## src/rtl/pulse_sync_arbiter_pkg.sv

```systemverilog
// Shared types for the pulse synchronizer front-end scheduler.
// Code width, issue FSM states and the requester eligibility rule.
package pulse_sync_arb_pkg;

  localparam int CODE_W = 3;

  typedef logic [CODE_W-1:0] code_t;

  typedef enum logic [1:0] {
    IDLE,
    ARM,
    DRAIN
  } state_t;

  // Code 0 means "no pulse", so it never competes for the crossing.
  function automatic logic code_eligible(input logic valid, input code_t code);
    return valid && (code != '0);
  endfunction

endpackage

```

## src/rtl/pulse_sync_arbiter_if.sv

```systemverilog
// Requester handshake plus the link to the pulse synchronizer.
// The master side drives requests and busy; the slave side is the scheduler.
interface pulse_sync_arbiter_if #(
  parameter int N_REQ = 4
);
  logic [N_REQ-1:0]                            req_valid;
  logic [pulse_sync_arb_pkg::CODE_W*N_REQ-1:0] req_code;
  logic [N_REQ-1:0]                            req_ready;
  logic                                        sync_busy;
  logic [pulse_sync_arb_pkg::CODE_W-1:0]       sync_sig;

  modport master (
    output req_valid, req_code, sync_busy,
    input  req_ready, sync_sig
  );

  modport slave (
    input  req_valid, req_code, sync_busy,
    output req_ready, sync_sig
  );
endinterface

```

## src/rtl/sync_req_fifo.sv

```systemverilog
// Small synchronous FIFO with first-word fall-through read.
// Simultaneous push and pop are legal at any level, including full.
module sync_req_fifo #(
  parameter int DEPTH = 4,
  parameter int WIDTH = 3
) (
  input  logic                       clk,
  input  logic                       rst,
  input  logic                       push,
  input  logic [WIDTH-1:0]           wdata,
  input  logic                       pop,
  output logic [WIDTH-1:0]           rdata,
  output logic [$clog2(DEPTH+1)-1:0] level,
  output logic                       full,
  output logic                       empty
);
  localparam int AW = $clog2(DEPTH);
  localparam int LW = $clog2(DEPTH+1);

  logic [WIDTH-1:0] mem [DEPTH];
  logic [AW-1:0]    wr_ptr_reg;
  logic [AW-1:0]    rd_ptr_reg;
  logic [LW-1:0]    level_reg;
  logic             do_push;
  logic             do_pop;

  assign full    = (level_reg == LW'(DEPTH));
  assign empty   = (level_reg == '0);
  assign do_pop  = pop && !empty;
  assign do_push = push && (!full || do_pop);
  assign level   = level_reg;
  // The popped word must be available in the pop cycle itself.
  assign rdata   = mem[rd_ptr_reg];

  always_ff @(posedge clk) begin
    if (do_push) begin
      mem[wr_ptr_reg] <= wdata;
    end
  end

  always_ff @(posedge clk or negedge rst) begin
    if (!rst) begin
      wr_ptr_reg <= '0;
      rd_ptr_reg <= '0;
      level_reg  <= '0;
    end else begin
      if (do_push) wr_ptr_reg <= wr_ptr_reg + 1'b1;
      if (do_pop)  rd_ptr_reg <= rd_ptr_reg + 1'b1;
      case ({do_push, do_pop})
        2'b10:   level_reg <= level_reg + 1'b1;
        2'b01:   level_reg <= level_reg - 1'b1;
        default: level_reg <= level_reg;
      endcase
    end
  end
endmodule

```

## src/rtl/pulse_sync_arbiter.sv

```systemverilog
// Round-robin scheduler feeding one pulse synchronizer: requests queue in a
// FIFO and the issue FSM sends one single-cycle pulse per busy handshake.
module pulse_sync_arbiter
  import pulse_sync_arb_pkg::*;
#(
  parameter int N_REQ   = 4,
  parameter int DEPTH   = 4,
  parameter int BUSY_TO = 8
) (
  input  logic                       clk,
  input  logic                       rst,
  pulse_sync_arbiter_if.slave        bus,
  input  logic                       err_clr,
  output logic [$clog2(DEPTH+1)-1:0] fifo_level,
  output logic                       idle,
  output logic                       err_timeout
);
  localparam int PTR_W = $clog2(N_REQ);
  localparam int CNT_W = $clog2(BUSY_TO+1);

  code_t              codes [N_REQ];
  logic [N_REQ-1:0]   eligible;
  logic [PTR_W-1:0]   rr_ptr_reg;
  logic [PTR_W-1:0]   win_idx;
  logic               win_found;
  int                 cand;
  logic               push;
  logic               pop;
  logic               fifo_full;
  logic               fifo_empty;
  code_t              fifo_rdata;
  state_t             state_reg;
  code_t              sig_reg;
  logic [CNT_W-1:0]   cnt_reg;
  logic               err_reg;

  generate
    for (genvar gi = 0; gi < N_REQ; gi++) begin : g_req
      assign codes[gi]         = bus.req_code[gi*CODE_W +: CODE_W];
      assign eligible[gi]      = code_eligible(bus.req_valid[gi], codes[gi]);
      assign bus.req_ready[gi] = push && (win_idx == PTR_W'(gi));
    end
  endgenerate

  always_comb begin
    win_found = 1'b0;
    win_idx   = '0;
    cand      = 0;
    for (int k = 0; k < N_REQ; k++) begin
      cand = int'(rr_ptr_reg) + k;
      if (cand >= N_REQ) cand = cand - N_REQ;
      if (!win_found && eligible[PTR_W'(cand)]) begin
        win_found = 1'b1;
        win_idx   = PTR_W'(cand);
      end
    end
  end

  // A full FIFO still accepts when the issue FSM pops in the same cycle.
  assign pop  = (state_reg == IDLE) && !fifo_empty && !bus.sync_busy;
  assign push = win_found && (!fifo_full || pop);

  sync_req_fifo #(
    .DEPTH (DEPTH),
    .WIDTH (CODE_W)
  ) u_fifo (
    .clk   (clk),
    .rst   (rst),
    .push  (push),
    .wdata (codes[win_idx]),
    .pop   (pop),
    .rdata (fifo_rdata),
    .level (fifo_level),
    .full  (fifo_full),
    .empty (fifo_empty)
  );

  always_ff @(posedge clk or negedge rst) begin
    if (!rst) begin
      rr_ptr_reg <= '0;
    end else if (push) begin
      rr_ptr_reg <= (win_idx == PTR_W'(N_REQ-1)) ? '0 : win_idx + 1'b1;
    end
  end

  // Later assignment to err_reg overrides err_clr, so a timeout set wins.
  always_ff @(posedge clk or negedge rst) begin
    if (!rst) begin
      state_reg <= IDLE;
      sig_reg   <= '0;
      cnt_reg   <= '0;
      err_reg   <= 1'b0;
    end else begin
      sig_reg <= '0;
      if (err_clr) err_reg <= 1'b0;
      case (state_reg)
        IDLE: begin
          if (pop) begin
            sig_reg   <= fifo_rdata;
            cnt_reg   <= CNT_W'(1);
            state_reg <= ARM;
          end
        end
        ARM: begin
          if (bus.sync_busy) begin
            state_reg <= DRAIN;
          end else if (cnt_reg == CNT_W'(BUSY_TO)) begin
            err_reg   <= 1'b1;
            state_reg <= IDLE;
          end else begin
            cnt_reg <= cnt_reg + 1'b1;
          end
        end
        DRAIN: begin
          if (!bus.sync_busy) state_reg <= IDLE;
        end
        default: state_reg <= IDLE;
      endcase
    end
  end

  assign bus.sync_sig = sig_reg;
  assign err_timeout  = err_reg;
  assign idle         = fifo_empty && (state_reg == IDLE) && !bus.sync_busy;
endmodule

```

## src/flat_wrapper.sv

```systemverilog
// flat-port wrapper written by rule: the top's interface ports become plain ports
module pulse_sync_arbiter_flat import pulse_sync_arb_pkg::*;
#(
  parameter int N_REQ   = 4,
  parameter int DEPTH   = 4,
  parameter int BUSY_TO = 8
)
  (clk, rst, err_clr, fifo_level, idle, err_timeout, bus_req_valid, bus_req_code, bus_sync_busy, bus_req_ready, bus_sync_sig);
  pulse_sync_arbiter_if #(.N_REQ(N_REQ)) bus_i ();
  input  logic clk;
  input  logic rst;
  input  logic err_clr;
  output logic [$clog2(DEPTH+1)-1:0] fifo_level;
  output logic idle;
  output logic err_timeout;
  input wire logic [$bits(bus_i.req_valid)-1:0] bus_req_valid;
  input wire logic [$bits(bus_i.req_code)-1:0] bus_req_code;
  input wire logic [$bits(bus_i.sync_busy)-1:0] bus_sync_busy;
  output wire logic [$bits(bus_i.req_ready)-1:0] bus_req_ready;
  output wire logic [$bits(bus_i.sync_sig)-1:0] bus_sync_sig;
  assign bus_i.req_valid = bus_req_valid;
  assign bus_i.req_code = bus_req_code;
  assign bus_i.sync_busy = bus_sync_busy;
  assign bus_req_ready = bus_i.req_ready;
  assign bus_sync_sig = bus_i.sync_sig;
  pulse_sync_arbiter #(.N_REQ(N_REQ), .DEPTH(DEPTH), .BUSY_TO(BUSY_TO)) u_core (.clk(clk), .rst(rst), .bus(bus_i), .err_clr(err_clr), .fifo_level(fifo_level), .idle(idle), .err_timeout(err_timeout));
endmodule
```

## config.mk

```make
export PLATFORM = sky130hd
export DESIGN_NAME = pulse_sync_arbiter_flat
export DESIGN_NICKNAME = d
export VERILOG_FILES = /design/src/rtl/pulse_sync_arbiter_pkg.sv /design/src/rtl/pulse_sync_arbiter_if.sv /design/src/rtl/sync_req_fifo.sv /design/src/rtl/pulse_sync_arbiter.sv /design/src/flat_wrapper.sv
export SDC_FILE = /design/constraint.sdc
export NUM_CORES = 1
export LEC_CHECK = 0
export CAP_MARGIN = 20
export CORE_MARGIN = 3
export CORE_UTILIZATION = 51
export DETAILED_ROUTE_END_ITERATION = 10
export GPL_TIMING_DRIVEN = 0
export PLACE_DENSITY = 0.79
export SYNTH_ARGS = -nofsm -noshare
export SYNTH_HDL_FRONTEND = slang
export SYNTH_HIERARCHICAL = 1
export SYNTH_SLANG_ARGS = --single-unit
```

## constraint.sdc

```tcl
create_clock -name clk -period 7.2 [get_ports clk]
set_clock_uncertainty 0.05 [all_clocks]
set_input_delay 1.44 -clock clk [delete_from_list [all_inputs] [get_ports clk]]
set_output_delay 1.44 -clock clk [all_outputs]
set_load 0.01 [all_outputs]
```

**Word-level counts from Yosys, hierarchy flattened**

Memories as Yosys holds them, arrays and structs flattened.
Cells that the tools add are included.

- Add/sub/neg operators: 13
- $mul: 0
- Divide/modulo/power cells: 0
- $lt $le $gt $ge: 9
- Equal/unequal tests: 14
- Shifts and indexed selects: 0
- Muxes and demuxes: 46
- Bitwise gates (word level): 1
- Reductions and logical operators: 37

Operator list:

| operator | count |
|---|---|
| 2-bit 2-to-1 mux | 13 |
| 1-bit logical AND | 18 |
| 1-bit 2-to-1 mux | 18 |
| 2-bit by 4-bit < comparator with 1-bit output, second input constant | 4 |
| 3-bit greater-or-equal comparator, second input constant | 4 |
| 3-bit 2-to-1 mux | 4 |
| 4-bit 2-to-1 mux | 3 |
| 3-bit nonzero test | 4 |
| 1-bit binary-select mux with 2-bit select | 4 |
| 2-bit == test, second input constant | 4 |
| 4-bit one-hot mux with 2 select lines | 1 |
| 2-bit by 1-bit subtractor with 2-bit output, second input constant | 4 |
| 2-bit by 1-bit adder with 2-bit output, second input constant | 3 |
| 2-bit by 2-bit adder with 3-bit output, second input constant | 2 |
| 3-bit binary-select mux with 2-bit select | 1 |
| 2-bit by 1-bit == test with 1-bit output, second input constant | 3 |
| 1-bit logical NOT | 6 |
| 2-bit inequality test, second input constant | 3 |
| 2-bit one-hot mux with 3 select lines | 1 |
| 3-bit one-hot mux with 2 select lines | 1 |
| 4-bit by 1-bit adder with 4-bit output, second input constant | 1 |
| 4-bit == test, second input constant | 1 |
| 2-bit logical NOT | 2 |
| 4-bit AND reduction | 1 |
| other kinds (12) | 14 |

- Register bits: 19
- Bits in latches: 0
- RAM bits: 12
- ROM bits: 0
- Output and inout bits: 12
- Memories kept: 1

Memories:

| memory | depth | width | read ports | clocked after Yosys merged registers in | write ports | RTL line | source |
|---|---|---|---|---|---|---|---|
| u_core.u_fifo.mem | 4 | 3 | 1 | 0 | 1 | sync_req_fifo.sv:20 | `logic [WIDTH-1:0] mem [DEPTH];` |

**Logic depth before layout (Yosys ltp)**

Gate-level depths: netlist of run 1.

- Depth in word-level cells: 19
- Depth in mapped cells: 12

**Cells and area by module**

Netlist of run 1, hierarchy kept.

By module, submodules not included:

| module | times used | cells each | area each (um^2) | seq. area each (um^2) |
|---|---|---|---|---|
| sync_req_fifo | 1 | 54 | 869.6 | 535.5 |
| pulse_sync_arbiter | 1 | 86 | 848.3 | 300.3 |

**Least setup slack after synthesis of run 1**

No wires, ideal clock.

- Path kind: input -> output
- Start point: input bus_req_code[1]
- End point: output bus_req_ready[1]
- Arrival time: 2.961 ns
- Required time: 5.710 ns
- Setup slack: 2.749 ns
- Stages on the path: 7
- Path through: o311a_1 -> o21a_1 -> o21ba_1 -> a21oi_1 -> inv_1 -> ha_1 -> and2_1

- Word-level cells in the longest chain between the ends: 17

Ends and longest elaborated chain:

| what | RTL line | source |
|---|---|---|
| start, declared | flat_wrapper.sv:17 | `input wire logic [$bits(bus_i.req_code)-1:0] bus_req_code;` |
| 3-bit nonzero test * | pulse_sync_arbiter_pkg.sv:17 | `return valid && (code != '0);` |
| 1-bit logical AND * | pulse_sync_arbiter_pkg.sv:17 |  |
| 1-bit binary-select mux with 2-bit select | pulse_sync_arbiter.sv:52 | `if (!win_found && eligible[PTR_W'(cand)]) begin` |
| 1-bit 2-to-1 mux (implied by the code) (2 in a row) | pulse_sync_arbiter.sv:52 |  |
| 1-bit 2-to-1 mux | pulse_sync_arbiter.sv:52 |  |
| 1-bit logical NOT | pulse_sync_arbiter.sv:52 |  |
| 1-bit logical AND | pulse_sync_arbiter.sv:52 |  |
| 1-bit 2-to-1 mux | pulse_sync_arbiter.sv:52 |  |
| 1-bit logical NOT | pulse_sync_arbiter.sv:52 |  |
| 1-bit logical AND | pulse_sync_arbiter.sv:52 |  |
| 1-bit 2-to-1 mux | pulse_sync_arbiter.sv:52 |  |
| 1-bit logical NOT | pulse_sync_arbiter.sv:52 |  |
| 1-bit logical AND | pulse_sync_arbiter.sv:52 |  |
| 2-bit 2-to-1 mux or 1-bit 2-to-1 mux (tied branches) | pulse_sync_arbiter.sv:52 |  |
| 2-bit by 1-bit == test with 1-bit output or 1-bit logical AND (tied branches) | pulse_sync_arbiter.sv:41, pulse_sync_arbiter.sv:61 |  |
| 1-bit logical AND * | pulse_sync_arbiter.sv:41 | `assign bus.req_ready[gi] = push && (win_idx == PTR_W'(gi));` |
| end, declared | flat_wrapper.sv:19 | `output wire logic [$bits(bus_i.req_ready)-1:0] bus_req_ready;` |

Mark *: on every way between the ends. The rest lies on a longest branch, timed or not. The select of a mux whose other input is x is not followed.

**Worst setup path in the final report of run 1**

Same ends and word-level chain as after synthesis.

==> metrics.txt, run 1 <==
status=finished, final reports clean; vias per cell=5.26; worst hold-check path type=reg2reg; syn_area_per_cell=12.3 um2; CTS H-Tree Depth=2; commonest cells in the netlist=dfrtp_1 (19), edfxtp_1 (12), inv_1 (12); Antenna diodes=0; final worst-path cycle share=77.9%; Startpoint Class=input pin; core area=3130 um2; HPWL after detailed placement=2410 um; critical-path cell list=clkdlybuf4s50_1 -> o311a_1 -> o21a_1 -> o21ba_1 -> a21oi_1 -> inv_1 -> ha_1 -> and2_1 -> clkdlybuf4s50_1; Yosys reg bits=31; RePlAce Congestion=0.800; CTS tree=yes; synth warn=6; Yosys top cell by area=dfrtp_1; Post-Syn Nets=172; routed len/inst=13.6 um; Power Density=377 nW/um2; Longest Clk Path Bufs=2; largest net degree at the start of global routing=20; critical path endpoint category=primary output; IO Count=32; max incr delay on CP=0.51 ns; max FFs per register=12; total CTS buffers=5; Tmin final=5.61 ns; synth top area cells=dfrtp_1 (28%), edfxtp_1 (21%), ha_1 (8.0%), mux2i_1 (5.8%), mux4_2 (3.9%); Relative slew margins=42.7%; port bufs=31; CTS sink count=31; first-pass GRT wire length=5240 um; sum of negative setup slack=0 ns; max frequency=178 MHz; Area growth syn-to-layout=26.3%; Final #Nets=210; number of synthesized flops with an enable pin=12; Post-synth ARST share=61.3%; VDD IR max=0.174 mV; floorplan row count=20; Worst Path Arrival=4.12 ns; post-synth top area share=27.7%; count leader, synth=dfrtp_1; Setup Viol. Count Final=0; sequential cell area fraction in the yosys report=48.7%; Critical Path RT=5.71 ns; Design Area, Final=2170 um2; Initial Util=54.9%; iteration count of the initial detailed-routing pass=4; worst-margin pin slew=0.857 ns; initial drt markers=59; Critical Path Fanout Max=6; detailed-route via count=1172; vias in the first global route=1188; Max Slew Vio Count=0; RSZ-0062 raised after global routing=no; # DRC=0; ratio of cells with drive above 1 in the final layout=12.8%; Worst path most repeated cell=clkdlybuf4s50_1; post_cts resized=0; clk_lat worst skew=0.33 ns; Worst Slack Setup Final=1.59 ns; final hold violation count=0; DIE AREA=4100 um2; final WL=3030 um; antenna violations before repair=0; root buffer cell=clkbuf_4; gr ovfl total=0; Layout Utilization=69.4%; chip height=64.0 um; Die W=64.0 um; ys flop type=dfrtp_1; Total Routing Usage GR=17.0%; Slowest-stage cell, CP=a21oi_1; Mapped Cells=140; dpl cell area=2080 um2; hold buffer count at cts=0; max_cap viols=0; clock transition at the registers of the reported paths=0.09 ns; synth unique cells=42; Post-CTS Setup Bufs=0; DRT antenna net count=0; mapped cell area=1720 um2; Lkg Pwr=0.919 nW; Crit Path Category=in2out; dpl ws=1.59 ns
## final timing paths
path | from | to | slack, ns | cells past startpoint
setup / recovery | bus_req_code[1] | bus_req_ready[1] | 1.59 | 9
hold / removal | u_core/u_fifo/level[2] | u_core/u_fifo/level[2] | 0.48 | 1
setup reg to reg | u_core/u_fifo/level[0] | u_core/u_fifo/level[2] | 4.14 | 12
hold reg to reg | u_core/u_fifo/level[2] | u_core/u_fifo/level[2] | 0.48 | 1
max in group asynchronous | rst | u_core/cnt_reg[2] | 5.03 | 1
min in group asynchronous | rst | u_core/state_reg[1] | 1.54 | 1
## per-stage QoR
step	instances	total power, mW	hold slack [ns]
global route	223	0.885	0.515
floorplan	140	0.564	0.455
global placement	215	0.663	0.462
finish	223	0.819	0.481
detailed placement	215	0.684	0.473
CTS	223	0.828	0.483
## logic make-up (layout without fill, tap and decap cells)
group           after synthesis  after routing  share of synthesized area, %
buf+inv                      15             54                          3.28
compound gates               21             21                          9.91
flops                        31             31                          48.7
fa+ha+maj                    12             12                          9.18
mux                          14             14                          10.6
xor+xnor                      8              8                          4.08
simple gates                 39             39                          14.3
## power by group
part	switching (mW)	internal, mW	leakage, nW	total, mW
registers	0.0476	0.268	0.347	0.316
logic	0.171	0.191	0.524	0.362
clock network	0.0589	0.0820	0.0482	0.141
## layout make-up
type,instances,area [um2]
Tap cell,44,55.1
Multi-Input combinational cell,94,826
Inverter,13,48.8
Buffer,2,7.51
Clock inverter,2,35.0
Timing Repair Buffer,31,310
Fill cell,240,958
Clock buffer,6,51.3
Sequential cell,31,836
## critical path: cells and delay by family
kind,cells,cell delay [ns]
AOI/OAI and AO/OA,4,1.28
adders and majority gates,1,0.21
buffers and inverters,3,1.06
and+or+nand+nor,1,0.13
## routing by layer
metal | wire length, um | up-vias | track usage, % | part of all wire (%)
li1 | - | 578 | - | -
met1 | 1260 | 546 | 18.3 | 41
met2 | 1510 | 39 | 29.3 | 50
met3 | 196 | 9 | 5.98 | 6.5
met4 | 73 | 0 | 8.36 | 2.4
met5 | 0 | - | 0 | 0
## cell usage in the layout (no fill, tap or decap), types with 4 or more instances in the layout
cell type        synthesis  layout
edfxtp_1                12      12
and2_1                   7       7
inv_1                   12      12
and2_2                   4       4
clkbuf_4                 0       5
xor2_1                   5       5
clkdlybuf4s50_1          0      31
dfrtp_1                 19      19
mux2i_1                 10      10
nor2_1                   7       7
ha_1                    11      11
nor3_1                   5       5
Power figures use the tool's default switching activity.
==> run 2, diff against run 1 <==
- clock period: 7.2 -> 5.25 ns (I/O delays scaled with it)
==> results of run 2 <==
The final DEF is identical to that of run 1. Status: finished, final reports clean.
Among the figures that moved: setup slack after placement 1.59 ns -> 0.422 ns; setup slack after layout 1.59 ns -> 0.423 ns; register-to-register setup slack 4.14 ns -> 2.19 ns; total power 0.819 mW -> 1.12 mW; worst IR drop on VDD 0.174 mV -> 0.239 mV
